==> config.mk <==
export PLATFORM = sky130hd
export DESIGN_NAME = multicycle_control_flat
export DESIGN_NICKNAME = d
export VERILOG_FILES = /design/src/rtl/multicycle_control_if.sv /design/src/rtl/multicycle_control.sv /design/src/flat_wrapper.sv
export SDC_FILE = /design/constraint.sdc
export NUM_CORES = 1
export LEC_CHECK = 0
export ABC_AREA = 1
export CAP_MARGIN = 20
export CORE_AREA = 3 3 55 57
export CTS_BUF_LIST = sky130_fd_sc_hd__clkbuf_8
export DETAILED_ROUTE_END_ITERATION = 6
export DIE_AREA = 0 0 58 60
export DONT_BUFFER_PORTS = 1
export PLACE_DENSITY_LB_ADDON = 0.05
export SYNTH_ARGS = -nofsm -noshare
export SYNTH_HDL_FRONTEND = slang
export SYNTH_SLANG_ARGS = --single-unit
==> constraint.sdc <==
create_clock -name clk -period 2.05 [get_ports clk]
set_input_delay 0.3075 -clock clk [delete_from_list [all_inputs] [get_ports clk]]
set_output_delay 0.3075 -clock clk [all_outputs]
set_load 0.1 [all_outputs]
==> src/rtl/multicycle_control_if.sv <==
// Control/status bundle between the multicycle controller and its datapath.
interface multicycle_control_if;
  logic [6:0]  opcode;
  logic        zero;
  logic        mem_ready;
  logic        PCWrite;
  logic        IRWrite;
  logic        IorD;
  logic        MemRead;
  logic        MemWrite;
  logic        RegWrite;
  logic        MemtoReg;
  logic        ALUSrcA;
  logic [1:0]  ALUSrcB;
  logic [1:0]  ALUOp;
  logic        PCSrc;
  logic        retire;
  logic        illegal;
  logic [15:0] instret;
  logic [3:0]  state;

  modport master (
    input  opcode, zero, mem_ready,
    output PCWrite, IRWrite, IorD, MemRead, MemWrite, RegWrite, MemtoReg,
           ALUSrcA, ALUSrcB, ALUOp, PCSrc, retire, illegal, instret, state
  );

  modport slave (
    output opcode, zero, mem_ready,
    input  PCWrite, IRWrite, IorD, MemRead, MemWrite, RegWrite, MemtoReg,
           ALUSrcA, ALUSrcB, ALUOp, PCSrc, retire, illegal, instret, state
  );
endinterface

==> src/rtl/multicycle_control.sv <==
// Multicycle RISC-V style control FSM: Moore decode of state with a few
// handshake-qualified strobes, plus a retired-instruction counter.
module multicycle_control (
  input  logic                 clk,
  input  logic                 rst_n,
  multicycle_control_if.master bus
);
  localparam int unsigned ST_W = 4;
  localparam int unsigned OP_W = 7;
  localparam int unsigned IC_W = 16;

  localparam logic [OP_W-1:0] OP_R      = 7'b0110011;
  localparam logic [OP_W-1:0] OP_I      = 7'b0010011;
  localparam logic [OP_W-1:0] OP_LOAD   = 7'b0000011;
  localparam logic [OP_W-1:0] OP_STORE  = 7'b0100011;
  localparam logic [OP_W-1:0] OP_BRANCH = 7'b1100011;

  typedef enum logic [ST_W-1:0] {
    S_FETCH    = 4'd0,
    S_DECODE   = 4'd1,
    S_EXEC_R   = 4'd2,
    S_EXEC_I   = 4'd3,
    S_MEM_ADDR = 4'd4,
    S_MEM_RD   = 4'd5,
    S_MEM_WB   = 4'd6,
    S_MEM_WR   = 4'd7,
    S_ALU_WB   = 4'd8,
    S_BRANCH   = 4'd9
  } state_t;

  state_t          state_q, state_d;
  logic [OP_W-1:0] op_q;
  logic [IC_W-1:0] instret_q;

  logic       pc_write_c, ir_write_c, iord_c, mem_read_c, mem_write_c;
  logic       reg_write_c, memto_reg_c, alu_src_a_c, pc_src_c;
  logic [1:0] alu_src_b_c, alu_op_c;
  logic       retire_c, illegal_c;

  // State, latched opcode and retire counter
  always_ff @(posedge clk or negedge rst_n) begin
    if (!rst_n) begin
      state_q   <= S_FETCH;
      op_q      <= '0;
      instret_q <= '0;
    end else begin
      state_q <= state_d;
      if (state_q == S_DECODE) op_q <= bus.opcode;
      if (retire_c) instret_q <= instret_q + IC_W'(1);
    end
  end

  // Next state and output decode
  always_comb begin
    state_d     = state_q;
    pc_write_c  = 1'b0;
    ir_write_c  = 1'b0;
    iord_c      = 1'b0;
    mem_read_c  = 1'b0;
    mem_write_c = 1'b0;
    reg_write_c = 1'b0;
    memto_reg_c = 1'b0;
    alu_src_a_c = 1'b0;
    alu_src_b_c = 2'b00;
    alu_op_c    = 2'b00;
    pc_src_c    = 1'b0;
    retire_c    = 1'b0;
    illegal_c   = 1'b0;
    case (state_q)
      S_FETCH: begin
        mem_read_c  = 1'b1;
        alu_src_b_c = 2'b01;
        if (bus.mem_ready) begin
          ir_write_c = 1'b1;
          pc_write_c = 1'b1;
          state_d    = S_DECODE;
        end
      end
      S_DECODE: begin
        alu_src_b_c = 2'b10;
        case (bus.opcode)
          OP_R:               state_d = S_EXEC_R;
          OP_I:               state_d = S_EXEC_I;
          OP_LOAD, OP_STORE:  state_d = S_MEM_ADDR;
          OP_BRANCH:          state_d = S_BRANCH;
          default: begin
            illegal_c = 1'b1;
            state_d   = S_FETCH;
          end
        endcase
      end
      S_EXEC_R: begin
        alu_src_a_c = 1'b1;
        alu_op_c    = 2'b10;
        state_d     = S_ALU_WB;
      end
      S_EXEC_I: begin
        alu_src_a_c = 1'b1;
        alu_src_b_c = 2'b10;
        state_d     = S_ALU_WB;
      end
      S_ALU_WB: begin
        reg_write_c = 1'b1;
        retire_c    = 1'b1;
        state_d     = S_FETCH;
      end
      S_MEM_ADDR: begin
        alu_src_a_c = 1'b1;
        alu_src_b_c = 2'b10;
        state_d     = (op_q == OP_LOAD) ? S_MEM_RD : S_MEM_WR;
      end
      S_MEM_RD: begin
        mem_read_c = 1'b1;
        iord_c     = 1'b1;
        if (bus.mem_ready) state_d = S_MEM_WB;
      end
      S_MEM_WB: begin
        reg_write_c = 1'b1;
        memto_reg_c = 1'b1;
        retire_c    = 1'b1;
        state_d     = S_FETCH;
      end
      S_MEM_WR: begin
        mem_write_c = 1'b1;
        iord_c      = 1'b1;
        if (bus.mem_ready) begin
          retire_c = 1'b1;
          state_d  = S_FETCH;
        end
      end
      S_BRANCH: begin
        alu_src_a_c = 1'b1;
        alu_op_c    = 2'b01;
        pc_src_c    = 1'b1;
        pc_write_c  = bus.zero;
        retire_c    = 1'b1;
        state_d     = S_FETCH;
      end
      default: state_d = S_FETCH;
    endcase
  end

  // Reset forces every output low, including the FETCH Moore outputs
  assign bus.PCWrite  = rst_n & pc_write_c;
  assign bus.IRWrite  = rst_n & ir_write_c;
  assign bus.IorD     = rst_n & iord_c;
  assign bus.MemRead  = rst_n & mem_read_c;
  assign bus.MemWrite = rst_n & mem_write_c;
  assign bus.RegWrite = rst_n & reg_write_c;
  assign bus.MemtoReg = rst_n & memto_reg_c;
  assign bus.ALUSrcA  = rst_n & alu_src_a_c;
  assign bus.ALUSrcB  = {2{rst_n}} & alu_src_b_c;
  assign bus.ALUOp    = {2{rst_n}} & alu_op_c;
  assign bus.PCSrc    = rst_n & pc_src_c;
  assign bus.retire   = rst_n & retire_c;
  assign bus.illegal  = rst_n & illegal_c;
  assign bus.instret  = instret_q;
  assign bus.state    = state_q;

endmodule

==> src/flat_wrapper.sv <==
// flat-port wrapper written by rule: the top's interface ports become plain ports
module multicycle_control_flat 
  (clk, rst_n, bus_opcode, bus_zero, bus_mem_ready, bus_PCWrite, bus_IRWrite, bus_IorD, bus_MemRead, bus_MemWrite, bus_RegWrite, bus_MemtoReg, bus_ALUSrcA, bus_ALUSrcB, bus_ALUOp, bus_PCSrc, bus_retire, bus_illegal, bus_instret, bus_state);
  multicycle_control_if bus_i ();
  input  logic clk;
  input  logic rst_n;
  input wire logic [$bits(bus_i.opcode)-1:0] bus_opcode;
  input wire logic [$bits(bus_i.zero)-1:0] bus_zero;
  input wire logic [$bits(bus_i.mem_ready)-1:0] bus_mem_ready;
  output wire logic [$bits(bus_i.PCWrite)-1:0] bus_PCWrite;
  output wire logic [$bits(bus_i.IRWrite)-1:0] bus_IRWrite;
  output wire logic [$bits(bus_i.IorD)-1:0] bus_IorD;
  output wire logic [$bits(bus_i.MemRead)-1:0] bus_MemRead;
  output wire logic [$bits(bus_i.MemWrite)-1:0] bus_MemWrite;
  output wire logic [$bits(bus_i.RegWrite)-1:0] bus_RegWrite;
  output wire logic [$bits(bus_i.MemtoReg)-1:0] bus_MemtoReg;
  output wire logic [$bits(bus_i.ALUSrcA)-1:0] bus_ALUSrcA;
  output wire logic [$bits(bus_i.ALUSrcB)-1:0] bus_ALUSrcB;
  output wire logic [$bits(bus_i.ALUOp)-1:0] bus_ALUOp;
  output wire logic [$bits(bus_i.PCSrc)-1:0] bus_PCSrc;
  output wire logic [$bits(bus_i.retire)-1:0] bus_retire;
  output wire logic [$bits(bus_i.illegal)-1:0] bus_illegal;
  output wire logic [$bits(bus_i.instret)-1:0] bus_instret;
  output wire logic [$bits(bus_i.state)-1:0] bus_state;
  assign bus_i.opcode = bus_opcode;
  assign bus_i.zero = bus_zero;
  assign bus_i.mem_ready = bus_mem_ready;
  assign bus_PCWrite = bus_i.PCWrite;
  assign bus_IRWrite = bus_i.IRWrite;
  assign bus_IorD = bus_i.IorD;
  assign bus_MemRead = bus_i.MemRead;
  assign bus_MemWrite = bus_i.MemWrite;
  assign bus_RegWrite = bus_i.RegWrite;
  assign bus_MemtoReg = bus_i.MemtoReg;
  assign bus_ALUSrcA = bus_i.ALUSrcA;
  assign bus_ALUSrcB = bus_i.ALUSrcB;
  assign bus_ALUOp = bus_i.ALUOp;
  assign bus_PCSrc = bus_i.PCSrc;
  assign bus_retire = bus_i.retire;
  assign bus_illegal = bus_i.illegal;
  assign bus_instret = bus_i.instret;
  assign bus_state = bus_i.state;
  multicycle_control u_core (.clk(clk), .rst_n(rst_n), .bus(bus_i));
endmodule
==> flow_metrics.tcl, run 1 <==
set metrics [dict create \
    status "aborted with a tool error" \
    failed_stage "5_1_grt" \
    tool.error "[ERROR DPL-0038] Utilization greater than 100%, impossible to legalize" \
    synth_cell_types 28 \
    place_congestion 0.879 \
    ios 46 \
    synth_warnings 0 \
    die_y_microns 60 \
    port_buffers 0 \
    cts.sinks 27 \
    synth-compound-area-share_pct 6.56 \
    postSynthAreaPerCell_sq_um 6.96 \
    die_w_microns 58 \
    grt_max_degree 28 \
    num_rows 18 \
    synthMuxAreaShare_pct 0 \
    clk_path_buf_depth 2 \
    postCtsSetupRepairBufs 0 \
    synth_area_sq_um 1770 \
    crit_endpoint "bus_illegal" \
    synth_fp_nets 267 \
    yosys.area_share.simple_pct 41.2 \
    synth_top_family_by_area "simple AND/OR/NAND/NOR gates" \
    cts_made_buffers 3 \
    initial_core_util_pct 70.3 \
    synth-xor-area-share_pct 3.39 \
    root_buffer "clkbuf_8" \
    synthAdderAreaFrac_pct 0.705 \
    htreeDepth 1 \
    endpoint_type "primary output" \
    synthCells 255 \
    yosysSeqAreaShare_pct 38.1 \
    ys_ff_latch 27 \
    hpwl_microns 3880 \
]
## kinds of logic after synthesis
group / after synthesis
XOR/XNOR: 6
AO/OA/AOI/OAI: 21
adder cells (fa/ha/maj): 1
AND/OR/NAND/NOR: 163
flip-flops: 27
buffers and inverters: 37
## through the flow
stage          TNS (ns)  setup WS [ns]  util (%)  std cells  area [sq um]
4_1_cts               0        0.00203      95.4        323          2410
3_5_place_dp          0         0.0833      91.4        317          2300
3_3_place_gp          0          0.261      91.4        317          2300
2_1_floorplan     -3.46         -0.510         -        255          1900
## what timing repair did
| item | CTS |
|---|---|
| pin swaps | 0 |
| setup endpoints to repair | 4 |
| resized for setup | 8 |
| hold buffers | 2 |
| hold endpoints to repair | 27 |
## cells in the mapped netlist (all sizes together)
| cell | n | area share (%) |
|---|---|---|
| a21oi | 6 | 2.3 |
| buf | 5 | 3.3 |
| clkinv | 1 | 0.21 |
| dfrtp | 27 | 38 |
| ha | 1 | 0.71 |
| inv | 31 | 6.6 |
| nand2 | 95 | 21 |
| nand3 | 14 | 3.9 |
| nand3b | 1 | 0.42 |
| nand4 | 8 | 3.2 |
| nor2 | 39 | 11 |
| nor3 | 6 | 2.0 |
| o21ai | 15 | 4.2 |
| xnor2 | 2 | 0.99 |
| xor2 | 4 | 2.4 |
==> run 2, diff against run 1 <==
--- a/config.mk
+++ b/config.mk
@@ -7,12 +7,11 @@
 export LEC_CHECK = 0
 export ABC_AREA = 1
 export CAP_MARGIN = 20
-export CORE_AREA = 3 3 55 57
-export CTS_BUF_LIST = sky130_fd_sc_hd__clkbuf_8
+export CORE_AREA = 3 3 71 73
 export DETAILED_ROUTE_END_ITERATION = 6
-export DIE_AREA = 0 0 58 60
+export DIE_AREA = 0 0 74 76
 export DONT_BUFFER_PORTS = 1
-export PLACE_DENSITY_LB_ADDON = 0.05
+export PLACE_DENSITY_LB_ADDON = 0.15
 export SYNTH_ARGS = -nofsm -noshare
 export SYNTH_HDL_FRONTEND = slang
 export SYNTH_SLANG_ARGS = --single-unit
==> run 2 against run 1 <==
The flow now finishes without violations. Synthesized cell count stayed put. Synthesized area is the same.
==> flow_metrics.tcl, run 2 <==
set metrics [dict create \
    final_cell_mix "nand2_1 (86), buf_4 (29), nor2_1 (25)" \
    synth_cell_types 28 \
    clkTransAtPathRegs_ns 0.09 \
    yosysSeqAreaShare_pct 38.1 \
    crit_top_cell "inv_2" \
    status "complete, no violations" \
    num_rows 24 \
    overflow 0 \
    synth_warnings 0 \
    die_area_sq_um 5620 \
    place_congestion 0.803 \
    wl_per_cell_microns 12.2 \
    synthMuxAreaShare_pct 0 \
    clkPwrFrac_pct 8.1 \
    port_buffers 0 \
    firstDrtPassIters 4 \
    power_frac_comb_pct 69.0 \
    track_usage_pct 16.0 \
    die_y_microns 76 \
    syn_to_final_growth_pct 39.8 \
    min_path_type "in2reg" \
    max_freq_mhz 507 \
    crit_fanout 11 \
    synth_top_family_by_area "simple AND/OR/NAND/NOR gates" \
    cts_made_buffers 3 \
    synth_fp_nets 267 \
    setup_viol_count_final 0 \
    yosys.area_share.simple_pct 41.2 \
    slew_headroom_pct 64.0 \
    clk_latency_ns 0.28 \
    period_needed_ns 1.97 \
    yosys-top-cells-area "dfrtp_1 (38%), nand2_1 (19%), nor2_1 (6.6%), inv_1 (5.5%), nand3_1 (3.9%)" \
    power_frac_seq_pct 22.9 \
    synth_top_area_share_pct 38.1 \
    drtIter0Drc 100 \
    cts.sinks 27 \
    synth_ff_type "dfrtp_1" \
    drive_above_1_share_pct 31.6 \
    ant_nets 0 \
    skew_ns 0.0169 \
    critPathKind "reg2out" \
    hpwl_microns 3250 \
    synth_area_sq_um 1770 \
    vias 1718 \
    synth_edf_count 0 \
    drv_cap 0 \
    grt_pass1_vias 1576 \
    final_area_sq_um 2480 \
    grt_max_degree 28 \
    htreeDepth 1 \
    synth-compound-area-share_pct 6.56 \
    synthCells 255 \
    r2r-start "u_core.bus.instret[0]" \
    antennaDiodeCount 0 \
    total_power_uw 3900 \
    period_share_pct 96.3 \
    worst_pin_slew_ns 0.536 \
    rsz0062_at_grt "yes" \
    cts_tree "built" \
    cp_slowest_cell "dfrtp_4" \
    peakVddDrop_v 0.000780 \
    root_buffer "clkbuf_8" \
    yosysMostFrequentCell "nand2_1" \
    cellPowerDensity_nw_per_um2 1570 \
    synth_top_cell_by_area "dfrtp_1" \
    p_sw_share_pct 58.8 \
    largest_reg_flops 16 \
    drc 0 \
    arrival_ns 1.67 \
    async_flop_share_pct 100 \
    switchingPower_uw 2300 \
    critPathRequiredTime_ns 1.74 \
    startpoint_type "flop" \
    setup_ws_ns 0.0767 \
    leakage_uw 0.00111 \
    worstPathCellList "nor2_4 -> inv_2 -> nor2_8 -> inv_2 -> nor3_4 -> buf_12" \
    nets 310 \
    synthAdderAreaFrac_pct 0.705 \
    post-place-ws_ns 0.180 \
    postSynthAreaPerCell_sq_um 6.96 \
    min_from "bus_opcode[0]" \
    end_kind "primary output" \
    grt_pass1_wl_microns 7350 \
    cpPeakStageDelay_ns 0.53 \
    n_fill_cell 416 \
    placed_cell_area_sq_um 2330 \
    layout_commonest_cell "nand2_1" \
    core_sq_um 4410 \
    synthTopCellsByCount "nand2_1 (91), nor2_1 (31), dfrtp_1 (27)" \
    crit_start "u_core.bus.state[2]" \
    grt_antenna_before_repair 0 \
    slew_violations 0 \
    die_w_microns 74 \
    initial_core_util_pct 40.2 \
    ys_ff_latch 27 \
    route.final.wire_length_microns 4250 \
    ios 46 \
    clk_path_buf_depth 2 \
    hold_viol 0 \
    synth-xor-area-share_pct 3.39 \
    via_per_inst 4.92 \
    p_int_uw 1610 \
]
## run 2: kinds of logic after synthesis
group,count (synthesis)
AOI/OAI and AO/OA,21
DFF,27
xor gates and xnor gates,6
buffers and inverters,37
and+or+nand+nor,163
adders and majority gates,1
## run 2: power by group through the flow
stage,combinational (uW),sequential (uW),clock (uW)
after floorplan,1550,1400,0
after global placement,2550,893,0
after detailed placement,2570,899,0
after CTS,2610,888,330
after global routing,2860,922,349
final,2690,893,317
## run 2: timing repair
item	CTS	global route
hold buffers	2	0
endpoints found under the hold margin	27	0
pin swaps	0	4
gates resized for setup	4	7
setup endpoints to repair	5	5
cloned	0	0
setup buffers	1	3
## run 2: final timing paths
path / cells past startpoint / end / slack (ns)
hold / removal: 2 / u_core.op_q[0] / 0.16
max in group asynchronous: 2 / u_core.bus.state[2] / 1.41
min in group asynchronous: 2 / u_core.bus.instret[5] / 0.44
setup / recovery: 6 / bus_illegal / 0.08
hold reg to reg: 2 / u_core.op_q[5] / 0.50
setup reg to reg: 8 / u_core.bus.instret[10] / 0.43
## run 2: through the flow
stage	hold slack, ns	TNS, ns	std cells	util [%]
after CTS	0.154	0	346	55.0
after floorplan	0.0119	-3.46	255	-
after global routing	0.168	-0.0187	349	56.2
after global placement	0.0127	0	339	52.8
final	0.162	0	349	56.2
after detailed placement	0.0126	0	339	52.8
## run 2: cell type report
class | instances | area (sq um) | area share, %
tap | 52 | 65.1 | 2.62
timing repair buffer | 43 | 488 | 19.7
clock buffer | 3 | 41.3 | 1.66
inverter | 32 | 135 | 5.45
multi-input combinational | 191 | 1050 | 42.5
sequential | 27 | 691 | 27.8
clock inverter | 1 | 7.51 | 0.303
## run 2: routing by layer
layer	GRT usage (%)	vias to the layer above	wire length, microns
li1	-	888	-
met1	22.3	780	2060
met2	25.4	46	1920
met3	3.43	4	246
met4	3.26	0	30
met5	0	-	0
## run 2: critical path: cells and delay by family (launching register included)
kind	cells	cell delay, ns
buffers and inverters	3	0.41
DFF	1	0.53
and+or+nand+nor	3	0.46
No activity file was read; power rests on OpenSTA's default activity.
